[src/rtl/wisc_pkg.sv]
// rtl/wisc_pkg.sv - shared widths, ALU opcodes and the ID/EX bundle type for the WISC core
package wisc_pkg;

  localparam int DATA_W = 16;
  localparam int ADDR_W = 4;
  localparam int OP_W   = 4;

  typedef enum logic [OP_W-1:0] {
    ALU_ADD    = 4'h0,
    ALU_SUB    = 4'h1,
    ALU_XOR    = 4'h2,
    ALU_RED    = 4'h3,
    ALU_SLL    = 4'h4,
    ALU_SRA    = 4'h5,
    ALU_ROR    = 4'h6,
    ALU_PADDSB = 4'h7,
    ALU_LW     = 4'h8,
    ALU_SW     = 4'h9,
    ALU_LHB    = 4'hA,
    ALU_LLB    = 4'hB,
    ALU_B      = 4'hC,
    ALU_BR     = 4'hD,
    ALU_PCS    = 4'hE,
    ALU_HLT    = 4'hF
  } alu_op_e;

  typedef struct packed {
    logic              valid;
    logic              reg_write;
    logic              mem_read;
    logic              mem_write;
    logic [DATA_W-1:0] pc_plus2;
    logic [DATA_W-1:0] src_data1;
    logic [DATA_W-1:0] src_data2;
    logic [DATA_W-1:0] imm;
    logic [ADDR_W-1:0] src_reg1;
    logic [ADDR_W-1:0] src_reg2;
    logic [ADDR_W-1:0] dst_reg;
    logic [OP_W-1:0]   alu_op;
  } id_ex_bundle_t;

  // A bubble is an all-zero slot: not valid, no side effects, no data.
  localparam id_ex_bundle_t BUBBLE = '0;

endpackage

[src/rtl/load_use_detect.sv]
// rtl/load_use_detect.sv - combinational load-use hazard compare between EX and ID
module load_use_detect
  import wisc_pkg::*;
(
  input  logic              ex_valid_i,
  input  logic              ex_mem_read_i,
  input  logic [ADDR_W-1:0] ex_dst_reg_i,
  input  logic              id_valid_i,
  input  logic [ADDR_W-1:0] id_src_reg1_i,
  input  logic [ADDR_W-1:0] id_src_reg2_i,
  input  logic              id_uses_src2_i,
  output logic              hazard_o
);

  logic ex_is_load;
  logic match1;
  logic match2;

  // r0 always reads as zero, so a load targeting it never creates a dependency.
  assign ex_is_load = ex_valid_i & ex_mem_read_i & (ex_dst_reg_i != '0);
  assign match1     = (ex_dst_reg_i == id_src_reg1_i);
  assign match2     = id_uses_src2_i & (ex_dst_reg_i == id_src_reg2_i);
  assign hazard_o   = ex_is_load & id_valid_i & (match1 | match2);

endmodule

[src/rtl/id_ex_stage.sv]
// rtl/id_ex_stage.sv - ID/EX pipeline register with load-use bubble, EX hold and branch flush
module id_ex_stage
  import wisc_pkg::*;
#(
  parameter logic [15:0] BUBBLE_MAX = 16'hFFFF
) (
  input  logic              clk,
  input  logic              rst,
  input  logic              id_valid,
  input  logic [DATA_W-1:0] id_pc_plus2,
  input  logic [DATA_W-1:0] id_src_data1,
  input  logic [DATA_W-1:0] id_src_data2,
  input  logic [ADDR_W-1:0] id_src_reg1,
  input  logic [ADDR_W-1:0] id_src_reg2,
  input  logic              id_uses_src2,
  input  logic [ADDR_W-1:0] id_dst_reg,
  input  logic [DATA_W-1:0] id_imm,
  input  logic [OP_W-1:0]   id_alu_op,
  input  logic              id_reg_write,
  input  logic              id_mem_read,
  input  logic              id_mem_write,
  input  logic              flush,
  input  logic              ex_stall,
  output logic              ex_valid,
  output logic              ex_reg_write,
  output logic              ex_mem_read,
  output logic              ex_mem_write,
  output logic [DATA_W-1:0] ex_pc_plus2,
  output logic [DATA_W-1:0] ex_src_data1,
  output logic [DATA_W-1:0] ex_src_data2,
  output logic [DATA_W-1:0] ex_imm,
  output logic [ADDR_W-1:0] ex_src_reg1,
  output logic [ADDR_W-1:0] ex_src_reg2,
  output logic [ADDR_W-1:0] ex_dst_reg,
  output logic [OP_W-1:0]   ex_alu_op,
  output logic              stall_id,
  output logic [15:0]       bubble_count
);

  id_ex_bundle_t id_bundle;
  id_ex_bundle_t ex_d;
  id_ex_bundle_t ex_q;
  logic          pend_flush_d;
  logic          pend_flush_q;
  logic [15:0]   bubble_cnt_d;
  logic [15:0]   bubble_cnt_q;
  logic          hazard;

  load_use_detect u_load_use_detect (
    .ex_valid_i     (ex_q.valid),
    .ex_mem_read_i  (ex_q.mem_read),
    .ex_dst_reg_i   (ex_q.dst_reg),
    .id_valid_i     (id_valid),
    .id_src_reg1_i  (id_src_reg1),
    .id_src_reg2_i  (id_src_reg2),
    .id_uses_src2_i (id_uses_src2),
    .hazard_o       (hazard)
  );

  // A held EX already freezes decode, so the hazard term only matters when EX moves.
  assign stall_id = ex_stall | (hazard & ~ex_stall);

  // Gather decode fields; an invalid slot carries no side-effecting controls.
  always_comb begin
    id_bundle           = BUBBLE;
    id_bundle.valid     = id_valid;
    id_bundle.reg_write = id_reg_write & id_valid;
    id_bundle.mem_read  = id_mem_read & id_valid;
    id_bundle.mem_write = id_mem_write & id_valid;
    id_bundle.pc_plus2  = id_pc_plus2;
    id_bundle.src_data1 = id_src_data1;
    id_bundle.src_data2 = id_src_data2;
    id_bundle.imm       = id_imm;
    id_bundle.src_reg1  = id_src_reg1;
    id_bundle.src_reg2  = id_src_reg2;
    id_bundle.dst_reg   = id_dst_reg;
    id_bundle.alu_op    = id_alu_op;
  end

  // Next state: hold, then flush (possibly remembered from a hold), then hazard, then load.
  always_comb begin
    ex_d         = ex_q;
    pend_flush_d = pend_flush_q;
    bubble_cnt_d = bubble_cnt_q;
    if (ex_stall) begin
      pend_flush_d = pend_flush_q | flush;
    end else if (flush | pend_flush_q) begin
      ex_d         = BUBBLE;
      pend_flush_d = 1'b0;
    end else if (hazard) begin
      ex_d = BUBBLE;
      if (bubble_cnt_q != BUBBLE_MAX) begin
        bubble_cnt_d = bubble_cnt_q + 16'd1;
      end
    end else begin
      ex_d = id_bundle;
    end
  end

  // Pipeline register, pending-flush flag and bubble counter.
  always_ff @(posedge clk or posedge rst) begin
    if (rst) begin
      ex_q         <= BUBBLE;
      pend_flush_q <= 1'b0;
      bubble_cnt_q <= 16'd0;
    end else begin
      ex_q         <= ex_d;
      pend_flush_q <= pend_flush_d;
      bubble_cnt_q <= bubble_cnt_d;
    end
  end

  assign ex_valid     = ex_q.valid;
  assign ex_reg_write = ex_q.reg_write;
  assign ex_mem_read  = ex_q.mem_read;
  assign ex_mem_write = ex_q.mem_write;
  assign ex_pc_plus2  = ex_q.pc_plus2;
  assign ex_src_data1 = ex_q.src_data1;
  assign ex_src_data2 = ex_q.src_data2;
  assign ex_imm       = ex_q.imm;
  assign ex_src_reg1  = ex_q.src_reg1;
  assign ex_src_reg2  = ex_q.src_reg2;
  assign ex_dst_reg   = ex_q.dst_reg;
  assign ex_alu_op    = ex_q.alu_op;
  assign bubble_count = bubble_cnt_q;

endmodule

[config.mk]
export PLATFORM = sky130hd
export DESIGN_NAME = id_ex_stage
export DESIGN_NICKNAME = d
export VERILOG_FILES = /design/src/rtl/wisc_pkg.sv /design/src/rtl/load_use_detect.sv /design/src/rtl/id_ex_stage.sv
export SDC_FILE = /design/constraint.sdc
export NUM_CORES = 1
export LEC_CHECK = 0
export CORE_UTILIZATION = 44
export DETAILED_ROUTE_END_ITERATION = 8
export PLACE_DENSITY = 0.86
export SLEW_MARGIN = 5
export SYNTH_ARGS = -nofsm -noshare
export SYNTH_HDL_FRONTEND = slang
export SYNTH_SLANG_ARGS = --single-unit
[constraint.sdc]
create_clock -name clk -period 6.4 [get_ports clk]
set_input_delay 1.28 -clock clk [delete_from_list [all_inputs] [get_ports clk]]
set_output_delay 1.28 -clock clk [all_outputs]
set_load 0.01 [all_outputs]
## Yosys cells after proc, flatten, opt, wreduce, memory -nomap -nowiden

Cells that the tools add are included.
W data, S select, Z words.

| word-level totals | value |
|---|---|
| flip-flop bits (word level) | 101 |
| input bits | 89 |
| output and inout port bits | 101 |

| cells by class | value |
|---|---|
| add/sub/neg operators | 1 |
| eq/ne operators | 3 |
| muxes and demuxes | 4 |
| bitwise gates (word level) | 14 |
| reduce and logical (&&, ||, !) cells | 3 |

Operator list:

| operator | number |
|---|---|
| $mux W84 | 2 |
| $add A16 B1 Y16 const B | 1 |
| $ne A16 B16 Y1 const B | 1 |
| $and A1 B1 Y1 | 9 |
| $eq A4 B4 Y1 | 2 |
| $reduce_and A4 Y1 | 1 |
| $reduce_bool A4 Y1 | 1 |
| $or A1 B1 Y1 | 3 |
| $mux W1 | 2 |
| $not A1 Y1 | 2 |
| $reduce_bool A2 Y1 | 1 |

## Depth between registers and ports, before layout

| depth | value |
|---|---|
| depth in word-level cells | 6 |
| mapped depth | 7 |
| mapped depth without buffers | 6 |

## Hierarchy

A second synthesis with hierarchy kept.

| unflattened totals | value |
|---|---|
| cell total of the unflattened synthesis | 278 |
| area total of the unflattened synthesis | 3905.0 um2 |

By module, submodules not included:

| module | times used | cells each | area each (um2) |
|---|---|---|---|
| id_ex_stage | 1 | 263 | 3788.6 |
| load_use_detect | 1 | 15 | 116.4 |

## Worst setup path before layout

Ideal clock, no wire load.

| timing | value |
|---|---|
| path type | in2out |
| start point | in id_src_reg1[2] |
| end point | out stall_id |
| data arrival time | 2.309 ns |
| required time | 5.120 ns |
| path slack | 2.811 ns |
| stages | 5 |
| path buffers | 1 |
| path through | xnor2_1 nand4_1 o22ai_4 clkbuf_1 or2_2 |

| between the ends | value |
|---|---|
| longest elaborated chain between the ends | 5 |

RTL lines:

| what | line | source |
|---|---|---|
| start: declaration | id_ex_stage.sv:13 | `input logic [ADDR_W-1:0] id_src_reg1,` |
| $eq A4 B4 Y1 | load_use_detect.sv:21 | `assign match1 = (ex_dst_reg_i == id_src_reg1_i);` |
| $or A1 B1 Y1 | load_use_detect.sv:23 | `assign hazard_o = ex_is_load & id_valid_i & (match1 \| match2);` |
| $and A1 B1 Y1 | load_use_detect.sv:23 |  |
| $and A1 B1 Y1 | id_ex_stage.sv:61 | `assign stall_id = ex_stall \| (hazard & ~ex_stall);` |
| $or A1 B1 Y1 | id_ex_stage.sv:61 |  |
| end: declaration | id_ex_stage.sv:36 | `output logic stall_id,` |

No other way between the ends.

## Final worst setup path

| timing | value |
|---|---|
| start point | in id_valid |
| end point | out stall_id |

| between the ends | value |
|---|---|
| longest elaborated chain between the ends | 4 |

RTL lines:

| what | line | source |
|---|---|---|
| start: declaration | id_ex_stage.sv:9 | `input logic id_valid,` |
| $and A1 B1 Y1 (2 in series) | load_use_detect.sv:23 |  |
| $and A1 B1 Y1 | id_ex_stage.sv:61 |  |
| $or A1 B1 Y1 | id_ex_stage.sv:61 |  |

No other way between the ends.

==> metrics <==
FF+latch count, synth 101; DRC 0; Congestion Overflow GR 0; VDD IR max 102.5 uV; largest net degree at the start of global routing 73; clock-pin slew on the worst setup and hold paths 0.10 ns; top-count cell post-synth dfrtp_1; CTS root buf clkbuf_8; share of cells above drive strength 1 5.983%; final HPWL from detailed placement 7391 um; I/O pin cnt 190; Post-synth EDFFs 0; Synth Warn # 0; setup tns final 0 ns; worst r2r src ex_dst_reg[1]; wirelength, routed 10360 um; Tightest Pin Transition 1.137 ns; worst skew pair latency 0.35 ns; CTS H-tree lvls 3; Setup CP Type input port to output port; setup slack at placement 1.804 ns; drt first pass iters 4; Max Cap Violations 0; ant diodes 0; Seq/Total Area, Yosys 64.11%; CP startpoint id_valid; share of the synthesized area in the top cell type 64.11%; overall power 1.323 mW; routed length per placed instance 17.98 um; WHS 0.4940 ns; Gates resized, CTS repair 0; CTS Sinks 101; worst reg-to-reg setup slack 3.37 ns; first-pass GRT wire length 16640 um; initial antenna violation count 0; Cells after Synth 281; Die Width 96.66 um; static leakage 2.601 nW; final setup margin 1.802 ns; antenna viol nets, final 0; Tmin final 4.598 ns; top_reg_cell synth dfrtp_1; fraction of registers with async set/reset 100.0%; worst path arrival time 3.32 ns; Final nets 553; Startpoint Class input port; # rows 34; worst endpoint required time 5.12 ns; fin. max-slew vios 0; period utilization 71.84%; HP Start bubble_count[12]; Hold Path Stages 1; setup bufs post-CTS 0; placed cell areas 0.005856 sq mm; vias in the first global route 3229; Avg Vias per Cell 5.436; First DRT Iteration DRCs 106; Setup crit end kind output port; Synth cell types 29; total die area 0.009343 sq mm; CTS tree yes; outcome complete, no violations; r2r worst-path depth 6; Power per Cell Area 218.5 mW/mm^2; die height 96.66 um; # port buffers 189; Core ar. 0.008678 sq mm; RSZ-0062 raised after global routing no; final clock skew 0.01303 ns; Max transition margin 24.00%; GRT Util Overall 22.21%; area grow syn2layout 53.51%; final setup fails 0; final hold violation count 0; starting density of the core 45.43%; Final Cell Area 0.006052 sq mm; area leader, netlist dfrtp_1; syn_nets 371; FMAX 217.5 MHz; GPL Wtd Cong 0.7972; Post-CTS Hold Buffers 0; HP Class flop to flop; Post-synth top cells dfrtp_1 (101), a22o_1 (81), xnor2_1 (23), nand4_1 (12), clkbuf_1 (11); Crit Path Max Fanout 17; Avg Synthesized Cell Area 14.03 sq um; fill count 661; Max Root-Sink Buffers 2; Vias 3131; main area contributors after synthesis dfrtp_1 (64%), a22o_1 (18%), xnor2_1 (5.1%); mapped cell area 0.003943 sq mm; CTS Buf Count 9
[final timing paths]
path,to
setup / recovery,stall_id
min in group asynchronous,ex_src_data1[2]
hold / removal,bubble_count[12]
setup reg to reg,ex_mem_read
hold reg to reg,bubble_count[12]
max in group asynchronous,ex_alu_op[0]
[metal layers]
layer,vias up,track usage [%],part of all wire [%]
met5,-,0,0
met4,0,7.692,2.0
met3,19,4.408,5.8
met2,143,38.03,50
met1,1545,28.13,42
li1,1424,-,-
[worst max-delay path, cell delays in order]
cell and delay (ns):
clkdlybuf4s50_1 0.54, and3_1 0.22, nand4_2 0.13, o22ai_4 0.40, or2_2 0.20, clkdlybuf4s50_1 0.54
[cells by family after synthesis]
logic type / Yosys count / synth area share [%]
buffers and inverters: 23 / 3.586
flip-flops: 101 / 64.11
XOR/XNOR: 23 / 5.109
adder cells (fa/ha/maj): 1 / 0.3173
AND/OR/NAND/NOR: 46 / 7.141
multiplexers: 1 / 0.2856
AO/OA/AOI/OAI: 86 / 19.45
[area by class of cell]
type | instances | area, sq um | share of cell area, %
Inverter | 2 | 10.01 | 0.1654
Clock buffer | 12 | 165.2 | 2.729
Sequential cell | 101 | 2527 | 41.76
Timing Repair Buffer | 192 | 1909 | 31.55
Multi-Input combinational cell | 157 | 1274 | 21.05
Clock inverter | 4 | 31.28 | 0.5168
Tap cell | 108 | 135.1 | 2.233
[layout by cell type (no fill, tap or decap), types with 3 or more instances in the layout]
master           instances
nand4_1                 12
and3_1                   3
nor3_1                   3
nand3_1                  8
clkinv_4                 3
a22o_1                  81
a32o_1                   3
dfrtp_1                101
nand2_1                  5
buf_4                    3
clkdlybuf4s50_1        188
nor2_1                   4
clkbuf_8                12
xnor2_1                 23
[report_power, final]
group	internal [mW]	leakage [nW]	switching (mW)	total [mW]
Combinational	0.145	1.14	0.0899	0.235
Sequential	0.675	1.35	0.0247	0.700
Clock	0.175	0.103	0.213	0.388
[through the flow]
stage	util [%]	std cells
final	69.74	576
after global routing	69.74	576
after CTS	69.74	576
after detailed placement	67.47	560
after global placement	67.47	560
after floorplan	-	281
Note: power is estimated with default switching activity, not from simulation.
